==> src/rtl/uart_pkg.sv <==
// Shared UART definitions: FSM state encodings, data width, default baud divider.
// Used by both the receiver and the transmitter.
package uart_pkg;

    localparam int unsigned UART_DATA_BITS        = 8;
    localparam int unsigned UART_BAUD_DIV_DEFAULT = 104;

    localparam logic [1:0] ST_IDLE  = 2'd0;
    localparam logic [1:0] ST_START = 2'd1;
    localparam logic [1:0] ST_DATA  = 2'd2;
    localparam logic [1:0] ST_STOP  = 2'd3;

    // Two-out-of-three vote used by the optional rx glitch filter.
    function automatic logic maj3(input logic a, input logic b, input logic c);
        return (a & b) | (a & c) | (b & c);
    endfunction

endpackage

==> src/rtl/uart_rx_sync.sv <==
// 2-FF synchronizer for the asynchronous rx pad, with an optional 3-tap majority
// filter selected by UART_RX_GLITCH_FILTER_EN.
module uart_rx_sync
    import uart_pkg::*;
(
    input  logic clk,
    input  logic rst_n,
    input  logic i_rx,
    output logic o_rxs_c
);

    logic [1:0] r_sync;

    always_ff @(posedge clk) begin
        if (!rst_n) begin
            r_sync <= 2'b11;
        end else begin
            r_sync <= {r_sync[0], i_rx};
        end
    end

`ifdef UART_RX_GLITCH_FILTER_EN
    // Tap 0 is the synchronizer output itself, so the vote costs one extra cycle.
    logic [1:0] r_tap;

    always_ff @(posedge clk) begin
        if (!rst_n) begin
            r_tap <= 2'b11;
        end else begin
            r_tap <= {r_tap[0], r_sync[1]};
        end
    end

    assign o_rxs_c = maj3(r_sync[1], r_tap[0], r_tap[1]);
`else
    assign o_rxs_c = r_sync[1];
`endif

endmodule

==> src/rtl/uart_rx.sv <==
// 8N1 UART receiver, LSB first, centre-sampled with a BAUD_DIV-cycle bit timer.
// Optional rx glitch filter: define UART_RX_GLITCH_FILTER_EN.
module uart_rx
    import uart_pkg::*;
#(
    parameter int unsigned BAUD_DIV = UART_BAUD_DIV_DEFAULT
) (
    input  logic                      clk,
    input  logic                      rst_n,
    input  logic                      rx,
    output logic [UART_DATA_BITS-1:0] data_out,
    output logic                      valid,
    output logic                      busy,
    output logic                      frame_err
);

    localparam int unsigned CNT_W = 16;
    localparam int unsigned BIT_W = 3;
    localparam logic [CNT_W-1:0] HALF_LAST = CNT_W'(BAUD_DIV / 2 - 1);
    localparam logic [CNT_W-1:0] FULL_LAST = CNT_W'(BAUD_DIV - 1);
    localparam logic [BIT_W-1:0] BIT_LAST  = BIT_W'(UART_DATA_BITS - 1);

    logic                      w_rxs;
    logic [1:0]                r_state,     w_state_nxt;
    logic [CNT_W-1:0]          r_clk_cnt,   w_clk_cnt_nxt;
    logic [BIT_W-1:0]          r_bit_cnt,   w_bit_cnt_nxt;
    logic [UART_DATA_BITS-1:0] r_shift,     w_shift_nxt;
    logic [UART_DATA_BITS-1:0] r_data_out,  w_data_out_nxt;
    logic                      r_valid,     w_valid_nxt;
    logic                      r_busy,      w_busy_nxt;
    logic                      r_frame_err, w_frame_err_nxt;

    uart_rx_sync u_sync (
        .clk     (clk),
        .rst_n   (rst_n),
        .i_rx    (rx),
        .o_rxs_c (w_rxs)
    );

    always_ff @(posedge clk) begin
        if (!rst_n) begin
            r_state     <= ST_IDLE;
            r_clk_cnt   <= '0;
            r_bit_cnt   <= '0;
            r_shift     <= '0;
            r_data_out  <= '0;
            r_valid     <= 1'b0;
            r_busy      <= 1'b0;
            r_frame_err <= 1'b0;
        end else begin
            r_state     <= w_state_nxt;
            r_clk_cnt   <= w_clk_cnt_nxt;
            r_bit_cnt   <= w_bit_cnt_nxt;
            r_shift     <= w_shift_nxt;
            r_data_out  <= w_data_out_nxt;
            r_valid     <= w_valid_nxt;
            r_busy      <= w_busy_nxt;
            r_frame_err <= w_frame_err_nxt;
        end
    end

    // Next-state and registered-output logic; strobes default low every cycle.
    always_comb begin
        w_state_nxt     = r_state;
        w_clk_cnt_nxt   = r_clk_cnt;
        w_bit_cnt_nxt   = r_bit_cnt;
        w_shift_nxt     = r_shift;
        w_data_out_nxt  = r_data_out;
        w_valid_nxt     = 1'b0;
        w_busy_nxt      = r_busy;
        w_frame_err_nxt = 1'b0;

        case (r_state)
            ST_IDLE: begin
                w_busy_nxt = 1'b0;
                if (!w_rxs) begin
                    w_state_nxt   = ST_START;
                    w_clk_cnt_nxt = '0;
                    w_busy_nxt    = 1'b1;
                end
            end
            ST_START: begin
                if (r_clk_cnt == HALF_LAST) begin
                    w_clk_cnt_nxt = '0;
                    if (!w_rxs) begin
                        w_state_nxt   = ST_DATA;
                        w_bit_cnt_nxt = '0;
                    end else begin
                        w_state_nxt = ST_IDLE;
                        w_busy_nxt  = 1'b0;
                    end
                end else begin
                    w_clk_cnt_nxt = r_clk_cnt + CNT_W'(1);
                end
            end
            ST_DATA: begin
                if (r_clk_cnt == FULL_LAST) begin
                    w_clk_cnt_nxt = '0;
                    w_shift_nxt   = {w_rxs, r_shift[UART_DATA_BITS-1:1]};
                    if (r_bit_cnt == BIT_LAST) begin
                        w_state_nxt = ST_STOP;
                    end else begin
                        w_bit_cnt_nxt = r_bit_cnt + BIT_W'(1);
                    end
                end else begin
                    w_clk_cnt_nxt = r_clk_cnt + CNT_W'(1);
                end
            end
            ST_STOP: begin
                // Leave at mid-stop-bit so a back-to-back start edge is seen from IDLE.
                if (r_clk_cnt == FULL_LAST) begin
                    w_clk_cnt_nxt = '0;
                    w_state_nxt   = ST_IDLE;
                    w_busy_nxt    = 1'b0;
                    if (w_rxs) begin
                        w_data_out_nxt = r_shift;
                        w_valid_nxt    = 1'b1;
                    end else begin
                        w_frame_err_nxt = 1'b1;
                    end
                end else begin
                    w_clk_cnt_nxt = r_clk_cnt + CNT_W'(1);
                end
            end
            default: begin
                w_state_nxt = ST_IDLE;
                w_busy_nxt  = 1'b0;
            end
        endcase
    end

    assign data_out  = r_data_out;
    assign valid     = r_valid;
    assign busy      = r_busy;
    assign frame_err = r_frame_err;

endmodule

==> config.mk <==
export PLATFORM = sky130hd
export DESIGN_NAME = uart_rx
export DESIGN_NICKNAME = d
export VERILOG_FILES = /design/src/rtl/uart_pkg.sv /design/src/rtl/uart_rx_sync.sv /design/src/rtl/uart_rx.sv
export SDC_FILE = /design/constraint.sdc
export NUM_CORES = 1
export LEC_CHECK = 0
export CORE_MARGIN = 5
export CORE_UTILIZATION = 52
export DETAILED_ROUTE_END_ITERATION = 10
export GPL_TIMING_DRIVEN = 0
export PLACE_DENSITY = 0.84
export SKIP_LAST_GASP = 1
export SYNTH_ARGS = -nofsm -noshare
export SYNTH_HDL_FRONTEND = slang
export SYNTH_SLANG_ARGS = --single-unit
export TNS_END_PERCENT = 1
==> constraint.sdc <==
create_clock -name clk -period 1.9 [get_ports clk]
set_clock_uncertainty 0.15 [all_clocks]
set_input_delay 0.38 -clock clk [delete_from_list [all_inputs] [get_ports clk]]
set_output_delay 0.38 -clock clk [all_outputs]
set_load 0.02 [all_outputs]
Yosys cells after proc, flatten, opt, wreduce, memory -nomap -nowiden
Cells that the tools add are included.

storage, ports and cells
  flip-flop bits (word level) = 42
  latch bits = 0
  bits in writable memories = 0
  bits in read-only memories = 0
  logic and storage cells = 57
  memories kept = 0

operators by class
  add/sub/neg operators = 2
  multiply operators = 0
  div/mod/pow operators = 0
  magnitude comparators = 0
  eq/ne operators = 14
  shift-type cells = 0
  mux-type cells = 22
  bitwise logic cells = 0
  reduce and logical (&&, ||, !) cells = 10

operators with widths
  operator                 count
  $mux W16                 3
  $pmux W16 S3             1
  $add A16 B1 Y16 const B  1
  $eq A16 B6 Y1 const B    1
  $eq A16 B7 Y1 const B    1
  $ne A2 B2 Y1 const B     7
  $mux W2                  6
  $mux W3                  4
  $reduce_and A5 Y1        2
  $pmux W2 S4              1
  $pmux W3 S2              1
  $reduce_and A3 Y1        2
  $mux W1                  5
  $eq A2 B2 Y1 const B     2
  $reduce_and A4 Y1        1
  $add A3 B1 Y3 const B    1
  $eq A3 B3 Y1 const B     1
  $pmux W1 S3              1
  $reduce_bool A3 Y1       1
  $eq A2 B1 Y1 const B     1
  $logic_not A2 Y1         1
  $ne A2 B1 Y1 const B     1
  $reduce_and A2 Y1        1
  $reduce_bool A2 Y1       1
  $reduce_or A2 Y1         1

Longest topological paths before layout
  depth after elaboration = 4
  gate-level depth with buffers = 6
  depth with buffers taken out = 5

Hierarchy
Synthesis repeated with hierarchy kept, for this count alone.

unflattened totals
  cells, all modules = 239
  area, all modules = 1961.9 sq um

by module, submodules not included
  module        instances  cells each  area an instance (sq um)  sequential area each (sq um)
  uart_rx       1          235         1909.3                    800.8
  uart_rx_sync  1          4           52.6                      40.0

Least setup slack after synthesis
OpenSTA, ideal clock, no wires.

  path kind = reg-to-reg
  start = register r_clk_cnt[0]
  end = register r_clk_cnt[14]
  data arrival time = 1.671 ns
  data required time = 1.613 ns
  setup slack = -0.058 ns
  stages on the path, launching flop included = 7
  path buffers = 1
  clock period less this slack = 1.958 ns
  path through = dfxtp_1 -> ha_1 -> nor4b_4 -> a41oi_2 -> clkbuf_1 -> o2111ai_1 -> o211ai_1

between the ends
  word-level cells in the longest chain between the ends = 3
  elaborated cells on any way between the ends = 6

ends and longest elaborated chain
  element                                  RTL line                                       RTL
  start: declaration                       uart_rx.sv:25                                  logic [CNT_W-1:0] r_clk_cnt, w_clk_cnt_nxt;
  start signal: assignment                 uart_rx.sv:52                                  r_clk_cnt <= w_clk_cnt_nxt;
  $add A16 B1 Y16 (tied with other cells)  uart_rx.sv:93, uart_rx.sv:106, uart_rx.sv:122
  $mux W16 (on tied branches)              uart_rx.sv:97, uart_rx.sv:111, uart_rx.sv:83
  $pmux W16 S3 (*)                         uart_rx.sv:73                                  case (r_state)

Mark *: on every way between the ends. The rest lies on a longest branch, timed or not.
A chain may end at the register's enable or synchronous reset.

Final worst setup path
  start = register r_clk_cnt[1]
  end = register r_clk_cnt[12]

The elaborated chain is that of the path after synthesis.

==> flow_summary.json <==
{
  "synth_cells": 249,
  "start_kind": "register",
  "clockBufferDepth": 2,
  "post-route-min-period_ns": 1.92,
  "failed_checks": "negative setup slack",
  "die_area_sq_um": 5440,
  "root_buffer": "clkbuf_8",
  "dpl.hpwl_mm": 3.26,
  "worstSkewPairLatency_ns": 0.31,
  "synth_top_cell_area_share": 0.397,
  "antenna_left": 0,
  "syn_nets": 255,
  "powerDensity_nw_per_um2": 585,
  "vias": 2049,
  "period_share": 1.01,
  "cts_tree": "built",
  "ys.flop_type": "dfxtp_1",
  "grt_antenna_before_repair": 0,
  "drt-total-wl_mm": 5.57,
  "syn_avg_cell_area_sq_um": 8.50,
  "initial_core_util": 0.533,
  "h-tree-depth": 2,
  "grt_pass1_vias": 1950,
  "io_pins": 14,
  "drcViolationCount": 0,
  "numCtsBuffers": 5,
  "p_leak_uw": 0.000920,
  "grt_pass1_wl_mm": 9.26,
  "grt_usage": 0.217,
  "holdCritPathClass": "register to register",
  "routedWlPerCell_um": 16.8,
  "cp.required_ns": 1.94,
  "grt_max_degree": 16,
  "die_x_um": 73.8,
  "ys_seq_area_frac": 0.397,
  "drt_iter0_drc": 175,
  "drive_above_1_share": 0.214,
  "ys_seq_elements": 42,
  "firstDrtPassIters": 4,
  "cap_violations": 0,
  "crit_arrival_ns": 1.96,
  "viasPerCell": 6.19,
  "slew_violations": 0,
  "async_flop_share": 0,
  "vdd_drop_max_uv": 441,
  "synth_cell_types": 40,
  "cts.sinks": 42,
  "chipHeight_um": 73.8,
  "place_congestion": 0.910,
  "path_clk_slew_ns": 0.08,
  "diodes": 0,
  "critical_path.max_fanout": 8,
  "area_delta_synth_final_pct": 27.0,
  "setup_viol": 10,
  "p_total_uw": 1570,
  "status": "finished with violations",
  "fmax_ghz": 0.520,
  "finalHoldViolations": 0,
  "synth_edf_count": 0,
  "synth_largest_area_cell": "dfxtp_1",
  "nets": 286,
  "syn-cell-area_sq_um": 2120,
  "core-area_sq_um": 3970,
  "critPathKind": "register to register",
  "row_count": 23,
  "fin_ws_ns": -0.0219,
  "setup.worst_path.end_class": "register",
  "slew_headroom": 0.694,
  "numPortBuffers": 13,
  "ys_warn_count": 0,
  "rsz0062_at_grt": "true",
  "ys_top_cells_by_area": "dfxtp_1, nand2_1, mux2i_1",
  "grt_overflow": 0,
  "tightest_slew_ns": 0.459,
  "final_core_util": 0.677
}
-- registers in the layout (all words and copies together) (netlist names), named ones only --
name,flops
r_clk_cnt,16
data_out,8
r_shift,8
r_bit_cnt,3
u_sync.r_sync,2
busy,1
frame_err,1
r_state,1
valid,1
-- stage by stage --
step | setup TNS, ns | hold slack, ns | area, sq um | setup WS [ns] | std cells
floorplan | -0.260 | 0.236 | 2120 | -0.0347 | 249
global placement | -12.29 | 0.238 | 2310 | -0.454 | 312
detailed placement | -14.52 | 0.246 | 2310 | -0.551 | 312
CTS | -0.237 | 0.266 | 2610 | -0.0264 | 327
global route | -1.56 | 0.289 | 2690 | -0.0845 | 331
finish | -0.0726 | 0.266 | 2690 | -0.0219 | 331
-- final cells by class --
type	instances	area, sq um
flip-flops and latches	42	853
multi-input cells	183	1290
plain buffers	18	121
clock inverters	3	25.0
fillers	311	1280
inverters	5	18.8
repair buffers	25	246
well taps	50	62.6
clock buffers	5	68.8
-- timing repair --
item                                    CTS  global route
gates cloned                              1             1
endpoints found under the hold margin     0             0
hold buffers                              0             0
buffers inserted                          7             3
resized for setup                        27            33
pin swaps                                 5            12
endpoints found under the setup margin   40            39
-- worst max-delay path, stage by stage, from the launching register on --
cell	delay, ns
dfxtp_4	0.38
ha_4	0.14
nor4b_4	0.21
buf_6	0.18
a41oi_4	0.19
buf_12	0.20
nor2_4	0.21
o211ai_1	0.13
-- metal layers --
layer	track usage	share of wire
met5	0	0
met4	0.0825	0.023
met3	0.0602	0.059
met2	0.367	0.50
met1	0.260	0.42
-- path summary, 6_finish.rpt --
check	startpoint	endpoint	slack, ns	cells after the start
worst max register to register	r_clk_cnt[1]	r_clk_cnt[12]	-0.02	7
worst min-delay path	u_sync.r_sync[0]	u_sync.r_sync[1]	0.27	1
worst min register to register	u_sync.r_sync[0]	u_sync.r_sync[1]	0.27	1
worst max-delay path	r_clk_cnt[1]	r_clk_cnt[12]	-0.02	7
-- cell usage after synthesis, types with 4 or more instances --
cell	count
dfxtp_1	42
o211ai_1	6
nand4_1	9
nand3_1	17
a21oi_1	19
and2_1	5
and4_1	4
nand2_1	33
nor2_1	8
o21ai_0	11
buf_2	5
clkbuf_1	13
nand2b_1	5
o2111ai_1	4
inv_1	5
o22ai_1	8
or3_1	6
mux2i_1	11
-- cell families after synthesis --
group,count (synthesis),synth area share
compound gates,61,0.192
fa+ha+maj,3,0.0177
buf+inv,24,0.0461
flops,42,0.397
mux,11,0.0520
simple gates,108,0.295
-- layout by cell type (no fill, tap or decap), types with 2 or more instances in the layout --
cell	instances
dfxtp_1	36
nand2_1	33
a21oi_1	19
nand3_1	17
clkdlybuf4s50_1	13
o21ai_0	11
mux2i_1	11
buf_4	10
nand4_1	9
clkbuf_2	8
o22ai_1	8
nor2_1	7
clkbuf_8	6
or3_1	6
o211ai_1	6
inv_1	5
nand2b_1	5
and2_1	5
buf_6	4
dfxtp_2	4
and4_4	3
and3_1	3
o2111ai_1	3
clkbuf_1	2
nand4_4	2
a41oi_4	2
a21boi_0	2
nor3_1	2
nor2b_1	2
or4_1	2
o221ai_1	2
a31oi_1	2
nor4_1	2
ha_1	2
dfxtp_4	2
buf_12	2
-- where the power goes --
| group | switching [uW] | leakage [uW] | internal (uW) |
|---|---|---|---|
| sequential | 3.83 | 0.000342 | 881 |
| combinational | 47.7 | 0.000533 | 22.3 |
| clock | 353 | 0.0000447 | 265 |
(Power assumes the default switching activity.)
